$ cat src/rtl/seg_pkg.sv
// Shared definitions for the segment scan controller: glyph constants,
// conversion FSM states and the digit nibble type.
package seg_pkg;

   typedef logic [3:0] nibble_t;

   typedef enum logic [1:0] {
      IDLE   = 2'd0,
      SHIFT  = 2'd1,
      COMMIT = 2'd2
   } conv_state_t;

   // Active-high glyphs: bit7=a .. bit1=g, bit0=dp (dp never lit)
   localparam logic [7:0] SEG_0     = 8'hfc;
   localparam logic [7:0] SEG_1     = 8'h60;
   localparam logic [7:0] SEG_2     = 8'hda;
   localparam logic [7:0] SEG_3     = 8'hf2;
   localparam logic [7:0] SEG_4     = 8'h66;
   localparam logic [7:0] SEG_5     = 8'hb6;
   localparam logic [7:0] SEG_6     = 8'hbe;
   localparam logic [7:0] SEG_7     = 8'he0;
   localparam logic [7:0] SEG_8     = 8'hfe;
   localparam logic [7:0] SEG_9     = 8'hf6;
   localparam logic [7:0] SEG_A     = 8'hee;
   localparam logic [7:0] SEG_B     = 8'h3e;
   localparam logic [7:0] SEG_C     = 8'h9c;
   localparam logic [7:0] SEG_D     = 8'h7a;
   localparam logic [7:0] SEG_E     = 8'h9e;
   localparam logic [7:0] SEG_F     = 8'h8e;
   localparam logic [7:0] SEG_BLANK = 8'h00;

   // Nibble to glyph; BCD digits and hex nibbles share one table
   function automatic logic [7:0] seg_glyph(input nibble_t n);
      case (n)
         4'h0: seg_glyph = SEG_0;
         4'h1: seg_glyph = SEG_1;
         4'h2: seg_glyph = SEG_2;
         4'h3: seg_glyph = SEG_3;
         4'h4: seg_glyph = SEG_4;
         4'h5: seg_glyph = SEG_5;
         4'h6: seg_glyph = SEG_6;
         4'h7: seg_glyph = SEG_7;
         4'h8: seg_glyph = SEG_8;
         4'h9: seg_glyph = SEG_9;
         4'ha: seg_glyph = SEG_A;
         4'hb: seg_glyph = SEG_B;
         4'hc: seg_glyph = SEG_C;
         4'hd: seg_glyph = SEG_D;
         4'he: seg_glyph = SEG_E;
         default: seg_glyph = SEG_F;
      endcase
   endfunction

endpackage

$ cat src/rtl/bin2bcd_seq.sv
// Sequential double-dabble converter, one input bit per clock.
// Handshake: start is honoured only while busy=0; busy rises the cycle after
// an accepted start and falls after the single COMMIT cycle, during which
// done=1 and value holds the result (BCD, or raw nibbles in hex mode).
module bin2bcd_seq
   import seg_pkg::*;
#(
   parameter int NUM_W  = 24,
   parameter int DIGITS = 8
) (
   input  logic                  clk,
   input  logic                  rst,
   input  logic                  start,
   input  logic [NUM_W-1:0]      num,
   input  logic                  hex_mode,
   output logic                  busy,
   output logic                  done,
   output logic                  ovf,
   output logic [DIGITS*4-1:0]   value
);

   localparam int BCD_W = DIGITS * 4;
   localparam int CNT_W = (NUM_W > 1) ? $clog2(NUM_W) : 1;
   localparam int HEX_W = (NUM_W < BCD_W) ? NUM_W : BCD_W;

   conv_state_t       state;
   logic [NUM_W-1:0]  num_r;
   logic              hex_r;
   logic [BCD_W-1:0]  bcd;
   logic [BCD_W-1:0]  adj;
   logic [BCD_W-1:0]  hex_val;
   logic [CNT_W-1:0]  cnt;

   // Add-3 correction of every BCD digit ahead of the shift; hex nibbles are
   // the latched value zero-extended or truncated to the display width
   always_comb begin
      adj = '0;
      for (int i = 0; i < DIGITS; i++) begin
         adj[i*4 +: 4] = (bcd[i*4 +: 4] >= 4'd5) ? bcd[i*4 +: 4] + 4'd3 : bcd[i*4 +: 4];
      end
      hex_val = BCD_W'(num_r[HEX_W-1:0]);
   end

   assign done  = (state == COMMIT);
   assign value = hex_r ? hex_val : bcd;

   // Conversion FSM: IDLE -> SHIFT (NUM_W cycles) or straight to COMMIT -> IDLE
   always_ff @(posedge clk) begin
      if (rst) begin
         state <= IDLE;
         num_r <= '0;
         hex_r <= 1'b0;
         bcd   <= '0;
         cnt   <= '0;
         busy  <= 1'b0;
         ovf   <= 1'b0;
      end else begin
         case (state)
            IDLE: begin
               if (start) begin
                  num_r <= num;
                  hex_r <= hex_mode;
                  bcd   <= '0;
                  cnt   <= '0;
                  ovf   <= 1'b0;
                  busy  <= 1'b1;
                  state <= hex_mode ? COMMIT : SHIFT;
               end
            end
            SHIFT: begin
               bcd   <= {adj[BCD_W-2:0], num_r[NUM_W-1]};
               num_r <= num_r << 1;
               // a bit leaving the top digit means the value does not fit
               if (adj[BCD_W-1]) ovf <= 1'b1;
               cnt <= cnt + 1'b1;
               if (cnt == CNT_W'(NUM_W - 1)) state <= COMMIT;
            end
            COMMIT: begin
               busy  <= 1'b0;
               state <= IDLE;
            end
            default: state <= IDLE;
         endcase
      end
   end

endmodule

$ cat src/rtl/seg_scan_ctrl.sv
// Multiplexed 7-segment driver: converts a loaded value to BCD (or shows raw
// hex nibbles) and scans DIGITS digits across two segment banks; digits
// below DIGITS/2 drive seg1, the rest drive seg.
// Optional blinking of selected digits is built when SEG_SCAN_BLINK_EN is
// defined (adds blink_mask input and BLINK_DIV parameter, in scan frames).
module seg_scan_ctrl
   import seg_pkg::*;
#(
   parameter int NUM_W       = 24,
   parameter int DIGITS      = 8,
   parameter int REFRESH_DIV = 50000
`ifdef SEG_SCAN_BLINK_EN
   ,
   parameter int BLINK_DIV   = 256
`endif
) (
   input  logic                clk,
   input  logic                rst,
   input  logic                load,
   input  logic [NUM_W-1:0]    num,
   input  logic                hex_mode,
   input  logic                blank_lz,
   input  logic                enable,
`ifdef SEG_SCAN_BLINK_EN
   input  logic [DIGITS-1:0]   blink_mask,
`endif
   output logic                busy,
   output logic                ovf,
   output logic [7:0]          seg,
   output logic [7:0]          seg1,
   output logic [DIGITS-1:0]   an
);

   localparam int IDX_W = (DIGITS > 1) ? $clog2(DIGITS) : 1;
   localparam int CNT_W = $clog2(REFRESH_DIV);

   logic [DIGITS*4-1:0] disp;
   logic [DIGITS*4-1:0] conv_value;
   logic                conv_done;
   logic [CNT_W-1:0]    rcnt;
   logic [IDX_W-1:0]    idx;
   logic [IDX_W-1:0]    next_idx;
   logic                slot_end;
   logic                frame_end;
   logic                blink_off;
   logic                lz_keep;
   nibble_t             cur_nib;
   logic [7:0]          glyph;

   bin2bcd_seq #(.NUM_W(NUM_W), .DIGITS(DIGITS)) u_conv (
      .clk      (clk),
      .rst      (rst),
      .start    (load),
      .num      (num),
      .hex_mode (hex_mode),
      .busy     (busy),
      .done     (conv_done),
      .ovf      (ovf),
      .value    (conv_value)
   );

   // Display register takes the converter result on its commit cycle
   always_ff @(posedge clk) begin
      if (rst) disp <= '0;
      else if (conv_done) disp <= conv_value;
   end

   assign slot_end  = (rcnt == CNT_W'(REFRESH_DIV - 1));
   assign frame_end = slot_end && (idx == IDX_W'(DIGITS - 1));
   assign next_idx  = (idx == IDX_W'(DIGITS - 1)) ? '0 : idx + 1'b1;

   // Refresh divider and digit index; anode select moves with the index
   always_ff @(posedge clk) begin
      if (rst) begin
         rcnt <= '0;
         idx  <= '0;
         an   <= DIGITS'(1);
      end else if (slot_end) begin
         rcnt <= '0;
         idx  <= next_idx;
         an   <= DIGITS'(1) << next_idx;
      end else begin
         rcnt <= rcnt + 1'b1;
      end
   end

`ifdef SEG_SCAN_BLINK_EN
   localparam int BL_W = (BLINK_DIV > 1) ? $clog2(BLINK_DIV) : 1;
   logic [BL_W-1:0] blink_cnt;
   logic            blink_phase;

   // Blink phase toggles once every BLINK_DIV complete scan frames
   always_ff @(posedge clk) begin
      if (rst) begin
         blink_cnt   <= '0;
         blink_phase <= 1'b0;
      end else if (frame_end) begin
         if (blink_cnt == BL_W'(BLINK_DIV - 1)) begin
            blink_cnt   <= '0;
            blink_phase <= ~blink_phase;
         end else begin
            blink_cnt <= blink_cnt + 1'b1;
         end
      end
   end

   assign blink_off = blink_phase && blink_mask[idx];
`else
   assign blink_off = 1'b0;
`endif

   // Glyph for the current digit, with leading-zero, enable and blink blanking
   always_comb begin
      cur_nib = disp[int'(idx)*4 +: 4];
      lz_keep = (idx == '0);
      for (int i = 0; i < DIGITS; i++) begin
         if (i >= int'(idx) && disp[i*4 +: 4] != 4'h0) lz_keep = 1'b1;
      end
      glyph = (enable && (!blank_lz || lz_keep) && !blink_off) ? seg_glyph(cur_nib) : SEG_BLANK;
   end

   // Bank outputs registered one cycle after the index; idle bank is dark
   always_ff @(posedge clk) begin
      if (rst) begin
         seg  <= SEG_BLANK;
         seg1 <= SEG_BLANK;
      end else if (int'(idx) < DIGITS / 2) begin
         seg1 <= glyph;
         seg  <= SEG_BLANK;
      end else begin
         seg1 <= SEG_BLANK;
         seg  <= glyph;
      end
   end

endmodule

$ cat config.mk
export PLATFORM = sky130hd
export DESIGN_NAME = seg_scan_ctrl
export DESIGN_NICKNAME = d
export VERILOG_FILES = /design/src/rtl/seg_pkg.sv /design/src/rtl/bin2bcd_seq.sv /design/src/rtl/seg_scan_ctrl.sv
export SDC_FILE = /design/constraint.sdc
export NUM_CORES = 1
export LEC_CHECK = 0
export BUFFER_PORTS_ARGS = -buffer_cell sky130_fd_sc_hd__buf_2
export CAP_MARGIN = 25
export CORE_UTILIZATION = 60
export DETAILED_ROUTE_END_ITERATION = 8
export PLACE_DENSITY_LB_ADDON = 0.25
export RECOVER_POWER = 50
export SKIP_LAST_GASP = 1
export SYNTH_ARGS = -nofsm -noshare
export SYNTH_HDL_FRONTEND = slang
export SYNTH_SLANG_ARGS = --single-unit
$ cat constraint.sdc
create_clock -name clk -period 3.05 [get_ports clk]
set_input_delay 0 -clock clk [delete_from_list [all_inputs] [get_ports clk]]
set_output_delay 0 -clock clk [all_outputs]
set_load 0.005 [all_outputs]
==> results by group, run 1 <==
Power
  • Net Switching: 1140 uW
  • Gate power share: 9.7%
  • Int Pwr: 3740 uW
  • Worst vdd ir: about 0.00058 V
  • PwrDens: around 600 mW/mm^2
  • Switching Share: 23.3%
  • Power share of the sequential group: 40.4%
  • Leakage power: slightly above 0.003 uW
  • Clock Power Share: 49.9%

Critical path
  • Crit-path cells: clkbuf_1, mux4_2, mux2i_1, buf_4, nand2_1, o22ai_1, nor2_1
  • Worst path slowest cell: dfxtp_1
  • Family with the most delay on the worst path: multiplexers
  • Critical path launch point type: flop
  • R2r endpoint: seg1[1]
  • Worst-path fanout max: 12
  • Critical Path Sink Type: flop
  • WS Path Type: reg -> reg
  • Reg2Reg Depth: 7
  • R2R setup slack: 440 ps
  • Crit path DAT: 2900 ps
  • Worst path max stage delay: 580 ps
  • Crit Reg-Reg Startpoint: idx[0]
  • Instance count on the critical path: 7
  • Critical Path RT: approximately 3400 ps
  • Sum of buffers and inverters on the critical path: 2

Die
  • DIE HEIGHT: 110 um
  • Core ar.: 0.0114 sq mm
  • Initial Util: 61.5%
  • Io pins: between 50 and 60
  • Die Span X: 110 um
  • Row count: 39
  • Die area: 0.0121 sq mm

Clocking
  • Htree depth: 4
  • Number of setup buffers added after CTS: 0
  • Clock Sinks: between 100 and 150
  • Root buf cell: clkbuf_16
  • Hold buffers post-CTS: 19
  • Clk slew on worst S/H paths: 60 ps
  • Clock Tree Buf Depth: 2
  • Clock Latency Late Sink: roughly 420 ps
  • Post-CTS sizing: 0
  • CTS tree: built
  • TritonCTS buffer count: 17

Drt
  • DRC Markers: 1
  • Via/cell ratio: 5.99
  • Final WL: 16.9 mm
  • Detail Route Antenna Nets: 0
  • Initial DRC Count: about 570
  • Drt first pass iters: 9
  • Wirelength per Cell: 16.2 um
  • Via count: between 6,000 and 7,000

Timing
  • Final period util: between 80% and 90%
  • Final Critical Period: 2610 ps
  • Clock Skew: 6.45 ps
  • Setup_tns: 0 ps
  • Final setup margin: between 400 and 500 ps
  • Fin. Hold Viols: 0
  • Fmax achieved: 0.384 GHz
  • Tightest Pin Transition: between 1500 and 2000 ps
  • Endpoints failing setup: 0
  • Pins Over Slew Limit: 51
  • Slew margin rel.: -19.1%
  • RSZ-0062 raised after global routing: false

Synth
  • Share of flip-flops with an asynchronous set or reset: 0%
  • Post-synthesis cell area: 0.00700 sq mm
  • Avg Inst Size Synth: 8.32 sq um
  • YS warnings: 0
  • Yosys reg bits: 139
  • Post-synth EDFFs: 0
  • Post-synth cell types: 52
  • Most used flip-flop cell after synthesis: dfxtp_1
  • Post-synthesis sequential area ratio: 39.8%
  • Post-Synthesis Cells: 841

Final layout
  • Area Overhead vs Synth: 16.5%
  • Post-route cell area: between 0.008 and 0.009 sq mm
  • Layout cell share with drive strength beyond 1: approximately a tenth
  • N_diodes: 0
  • Final nets: 945

Placement
  • Pre-CTS setup slack: 563 ps
  • Port Buffers: 53
  • Placed standard-cell area: 0.00731 sq mm
  • Hpwl dp: 10.7 mm
  • Placer Congestion: 0.844

Min path
  • Worst Hold End: u_conv.num_r[22]
  • Hold Path Class: in -> reg
  • Hold Path Stages: 3
  • Worst hold start: load

Global routing
  • Initial antenna violation count: 0
  • Vias in the first global route: 5,735
  • Gr ovfl total: 0
  • Largest net degree at the start of global routing: 72
  • First-pass GRT wire length: 27.1 mm
  • All-Layer GR Usage: 29.0%

Job
  • Max-cap viol count: 1

Run status
  • Outcome: complete, but fails checks
  • Failing checks: design-rule violations, max-capacitance violations, max-slew violations
[area by class of cell]
class | count | area [sq um]
tap | 143 | 179
timing repair buffer | 83 | 510
multi-input combinational | 593 | 3780
sequential | 139 | 2780
clock inverter | 12 | 241
inverter | 53 | 199
fill | 912 | 3220
clock buffer | 20 | 457
[worst register-to-register path, stage by stage, from the launching register on]
cell      delay (ps)
dfxtp_1          580
clkbuf_1         450
mux4_2           570
mux2i_1          170
buf_4            230
nand2_1          100
o22ai_1          310
nor2_1            80
[worst max path at each step]
stage                      start       to
after floorplan           idx[0]  seg1[3]
after global placement    idx[0]  seg1[3]
after detailed placement  idx[0]   seg[3]
after CTS                 idx[0]  seg1[2]
after global routing      idx[0]  seg1[2]
final                     idx[0]  seg1[1]
[cells by family (layout without fill, tap and decap cells)]
family	count (synthesis)	count (layout)	share of synthesized area, %
mux	43	43	8.15
compound gates	235	235	20.2
fa+ha+maj	28	28	5.01
other cells	1	2	0.0536
xor+xnor	28	28	3.51
simple gates	257	257	17.0
flops	139	139	39.8
buf+inv	110	168	6.31
[synthesized netlist by cell type, types with 8 or more instances]
library cell  number  area (sq um)
nand3_1           15          75.1
xnor2_1           25           219
nor4_1            10          62.6
a211oi_1          25           188
nand2b_1          13          81.3
mux2i_1           33           330
clkbuf_1          44           165
a22oi_1           15           113
dfxtp_1          139          2780
o211ai_1           8          60.1
a32oi_1            8          70.1
nor3_1            15          75.1
a21oi_1           82           410
inv_1             51           191
a21o_1            11          82.6
o21ai_0           70           350
nand2_1           58           218
nor2_1           111           417
ha_1              28           350
[sequential cells by signal, summed over array words and instances (netlist names)]
signal / count
seg1: 7
u_conv.busy: 1
u_conv.ovf: 1
idx: 3
u_conv.state: 2
seg: 7
rcnt: 16
disp: 32
u_conv.cnt: 5
an: 8
u_conv.num_r: 24
u_conv.bcd: 32
u_conv.hex_r: 1
[power by group through the flow]
stage,logic (uW),clock network [uW],registers [uW]
2_1_floorplan,344,0,1970
3_3_place_gp,427,0,2000
3_5_place_dp,446,0,2000
4_1_cts,471,2460,1970
5_1_grt,529,2530,1980
6_report,473,2430,1970
[layer usage]
layer | global-route usage [%] | vias up | part of all wire [%]
li1 | - | 3030 | -
met1 | 36.1 | 2974 | 44
met2 | 48.3 | 210 | 49
met3 | 7.11 | 30 | 5.1
met4 | 11.6 | 0 | 1.9
met5 | 0 | - | 0
[layout by cell type (no fill, tap or decap), types with 5 or more instances in the layout]
cell type / netlist / routed
clkbuf_1: 44 / 25
mux2i_1: 33 / 33
bufinv_16: 0 / 7
dfxtp_1: 139 / 139
a32oi_1: 8 / 8
a211oi_1: 25 / 25
nor2_1: 111 / 110
a22oi_1: 15 / 15
a21oi_1: 82 / 82
xnor2_1: 25 / 25
o211ai_1: 8 / 8
nand3b_1: 5 / 5
buf_2: 2 / 31
buf_4: 3 / 6
o21ai_0: 70 / 70
nand3_1: 15 / 15
nor3_1: 15 / 15
dlygate4sd3_1: 0 / 19
a21o_1: 11 / 11
clkbuf_16: 0 / 17
or3_1: 7 / 7
ha_1: 28 / 28
nand2b_1: 13 / 13
nor4_1: 10 / 10
inv_1: 51 / 51
nand2_1: 58 / 58
[stage by stage]
stage | util [%] | std cells | hold WS (ps) | power, uW
6_report | 71.7 | 1043 | 11.4 | 4870
5_1_grt | 71.7 | 1043 | 16.1 | 5040
4_1_cts | 72.1 | 1043 | 2.05 | 4890
3_5_place_dp | 64.3 | 992 | 313 | 2450
2_1_floorplan | - | 842 | 147 | 2320
3_3_place_gp | 64.3 | 992 | 287 | 2430
(Power assumes the default switching activity.)
==> run 2: changes to the inputs <==
Settings changed: ABC_AREA from default to 1, CORE_MARGIN from default to 5, CORE_UTILIZATION 60 to 65.
Clock period 3.05 ns to 3.2 ns, I/O delays scaled along.
==> run 2 against run 1 <==
  * The flow finishes with violations (max-capacitance violations, max-slew violations)
  * Die area is 5.1% higher
  * Routed wire length grew 3.8%
  * Maximum frequency decreased by 3.0%
  * Critical path depth down 2
  * Critical path type unchanged
  * Critical endpoint is now disp[16]
==> results by group, run 2 <==
Run status
  • Outcome: complete, but fails checks (unchanged)
  • Failing checks: max-capacitance violations, max-slew violations (was design-rule violations, max-capacitance violations, max-slew violations)

Timing
  • Clock Skew: 12.5 ps (was 6.45 ps)
  • Pins Over Slew Limit: 47 (was 51)
  • Slew margin rel.: -0.895% (was -19.1%)
  • Final period util: 84.0% (was 85.5%)
  • Tightest Pin Transition: 1510 ps (was 1780 ps)
  • Final Critical Period: 2690 ps (was 2610 ps)
  • Setup_tns: 0 ps (unchanged)
  • Hold slack final: 134 ps (was 11.4 ps)
  • Fmax achieved: 0.372 GHz (was 0.384 GHz)
  • RSZ-0062 raised after global routing: false (unchanged)
  • Fin. Hold Viols: 0 (unchanged)
  • Endpoints failing setup: 0 (unchanged)

Critical path
  • WS Path Type: reg -> reg (unchanged)
  • R2r endpoint: disp[16] (was seg1[1])
  • Crit path DAT: 3030 ps (was 2900 ps)
  • Critical path launch point type: flop (unchanged)
  • Critical Path RT: 3550 ps (was 3350 ps)
  • Crit Reg-Reg Startpoint: u_conv.hex_r (was idx[0])
  • Reg2Reg Depth: 5 (was 7)
  • CP startpoint: u_conv.hex_r (was idx[0])
  • Critical Path Sink Type: flop (unchanged)
  • Worst-path fanout max: 25 (was 12)
  • R2R setup slack: 510 ps (was 440 ps)

Clocking
  • CTS tree: built (unchanged)
  • TritonCTS buffer count: 17 (unchanged)
  • Hold buffers post-CTS: 27 (was 19)
  • Clock Tree Buf Depth: 2 (unchanged)
  • Clock Latency Late Sink: 540 ps (was 420 ps)
  • Post-CTS sizing: 0 (unchanged)
  • Htree depth: 4 (unchanged)
  • Root buf cell: clkbuf_8 (was clkbuf_16)
  • Clock Sinks: 139 (unchanged)
  • Number of setup buffers added after CTS: 0 (unchanged)
  • Clk slew on worst S/H paths: 60 ps (about the same)

Power
  • Leakage power: 0.00318 uW (was 0.00312 uW)
  • PwrDens: 537 mW/mm^2 (was 598 mW/mm^2)
  • Worst vdd ir: 0.000405 V (was 0.000584 V)

Drt
  • Initial DRC Count: 738 (was 571)
  • Drt first pass iters: 6 (was 9)
  • Wirelength per Cell: 14.9 um (was 16.2 um)
  • DRC Markers: 0 (was 1)
  • Via/cell ratio: 5.69 (was 5.99)
  • Via count: 6,698 (was 6,244)
  • Detail Route Antenna Nets: 0 (unchanged)
  • Final WL: 17.6 mm (was 16.9 mm)

Global routing
  • Gr ovfl total: 0 (unchanged)
  • First-pass GRT wire length: 29.3 mm (was 27.1 mm)
  • GRT met3 Usage: 5.51% (was 7.11%)
  • All-Layer GR Usage: 28.0% (was 29.0%)
  • Initial antenna violation count: 0 (unchanged)
  • GR peak layer: met2 (unchanged)
  • Met1 usage: 34.2% (was 36.1%)
  • Vias in the first global route: 6,257 (was 5,735)
  • Largest net degree at the start of global routing: 83 (was 72)
  • Routing usage on met2: 47.4% (was 48.3%)

Final layout
  • Seq. cell area: 0.00278 sq mm (unchanged)
  • Multi-input gate area: 0.00353 sq mm (was 0.00378 sq mm)
  • Final nets: 1,087 (was 945)
  • Most frequent cells in the layout: nand2_1, dfxtp_1, a21oi_1 (was dfxtp_1, nor2_1, a21oi_1)
  • # fillers: 765 (was 912)
  • Area Overhead vs Synth: 16.8% (was 16.5%)
  • Layout cell share with drive strength beyond 1: 10.5% (was 9.44%)
  • N_diodes: 0 (unchanged)
  • Top Registers: disp x32, u_conv.bcd x32, u_conv.num_r x24 (unchanged)
  • Commonest non-fill, non-tap cell in the layout: nand2_1 (was dfxtp_1)

Synth
  • Yosys reg bits: 139 (unchanged)
  • Share of flip-flops with an asynchronous set or reset: 0% (unchanged)
  • Post-synth cell types: 43 (was 52)
  • Post-synthesis cell area: 0.00686 sq mm (was 0.00700 sq mm)
  • Top-count cell post-synth: nand2_1 (was dfxtp_1)
  • Most used flip-flop cell after synthesis: dfxtp_1 (unchanged)
  • Post-synth EDFFs: 0 (unchanged)
  • Synth area leaders: dfxtp_1, nand2_1, a21oi_1 (was dfxtp_1, nor2_1, a21oi_1)
  • YS warnings: 0 (unchanged)
  • Avg Inst Size Synth: 7.12 sq um (was 8.32 sq um)
  • Synth area leader: dfxtp_1 (unchanged)
  • Post-synth top cells: nand2_1, dfxtp_1, a21oi_1 (was dfxtp_1, nor2_1, a21oi_1)
  • Synth top area share: 40.5% (was 39.8%)
  • Post-synthesis sequential area ratio: 40.5% (was 39.8%)
  • Post-Synthesis Cells: 964 (was 841)

Min path
  • Hold Path Class: in -> reg (unchanged)
  • Worst hold start: blank_lz (was load)
  • Worst Hold End: seg1[7] (was u_conv.num_r[22])
  • Hold Path Stages: 6 (was 3)

Die
  • Row count: 37 (was 39)
  • Die Span X: 113 um (was 110 um)
  • DIE HEIGHT: 113 um (was 110 um)
  • Die area: 0.0127 sq mm (was 0.0121 sq mm)
  • Core ar.: 0.0103 sq mm (was 0.0114 sq mm)
  • Initial Util: 66.5% (was 61.5%)
  • Io pins: 56 (unchanged)

Placement
  • Port Buffers: 53 (unchanged)
  • Hpwl dp: 10.7 mm (about the same)
  • Placer Congestion: 0.923 (was 0.844)

Job
  • Max-cap viol count: 1 (unchanged)
-- run 2: how the worst max path moves through the flow --
stage / to / cells after the start
5_1_grt: disp[16] / 5
6_report: disp[16] / 5
2_1_floorplan: seg[4] / 12
3_3_place_gp: seg[3] / 7
3_5_place_dp: seg[3] / 7
4_1_cts: seg[3] / 8
-- run 2: per-stage QoR --
stage / worst slack (ps) / utilization [%] / power [uW] / instances / instance area (sq um)
2_1_floorplan: 1450 / - / 2140 / 965 / 6870
3_3_place_gp: 938 / 69.4 / 2250 / 1119 / 7160
3_5_place_dp: 894 / 69.4 / 2250 / 1119 / 7160
4_1_cts: 830 / 77.9 / 4290 / 1177 / 8050
5_1_grt: 343 / 77.6 / 4450 / 1177 / 8010
6_report: 513 / 77.6 / 4300 / 1177 / 8010
-- run 2: cell type report --
type | instances | area share [%]
multi-input cells | 690 | 44.0
flip-flops and latches | 139 | 34.7
repair buffers | 89 | 7.14
clock buffers | 20 | 5.56
inverters | 92 | 4.34
well taps | 136 | 2.12
clock inverters | 11 | 2.11
-- run 2: logic make-up after synthesis --
family	after synthesis	share of synthesized area, %
XOR/XNOR	10	1.28
adder cells (fa/ha/maj)	28	5.10
other	1	0.0546
AND/OR/NAND/NOR	435	27.7
buffers and inverters	136	8.11
AO/OA/AOI/OAI	215	17.2
flip-flops	139	40.5
-- run 2: critical path: stages, from the launching register on --
cell and delay (ps):
dfxtp_1 310, clkbuf_1 860, inv_1 690, clkbuf_1 320, a21oi_1 200, a221oi_1 110
-- run 2: where the power goes --
part           switching (uW)  internal (uW)  total (uW)  leakage (uW)
Sequential               45.3           1790        1840       0.00113
Clock                     744           1300        2050      0.000301
Combinational             275            142         417       0.00175
-- run 2: layer usage --
metal / wire (um) / up-vias
met1: 7560 / 3068
met3: 1090 / 60
met4: 533 / 0
met2: 8390 / 265
li1: - / 3305
met5: 0 / -
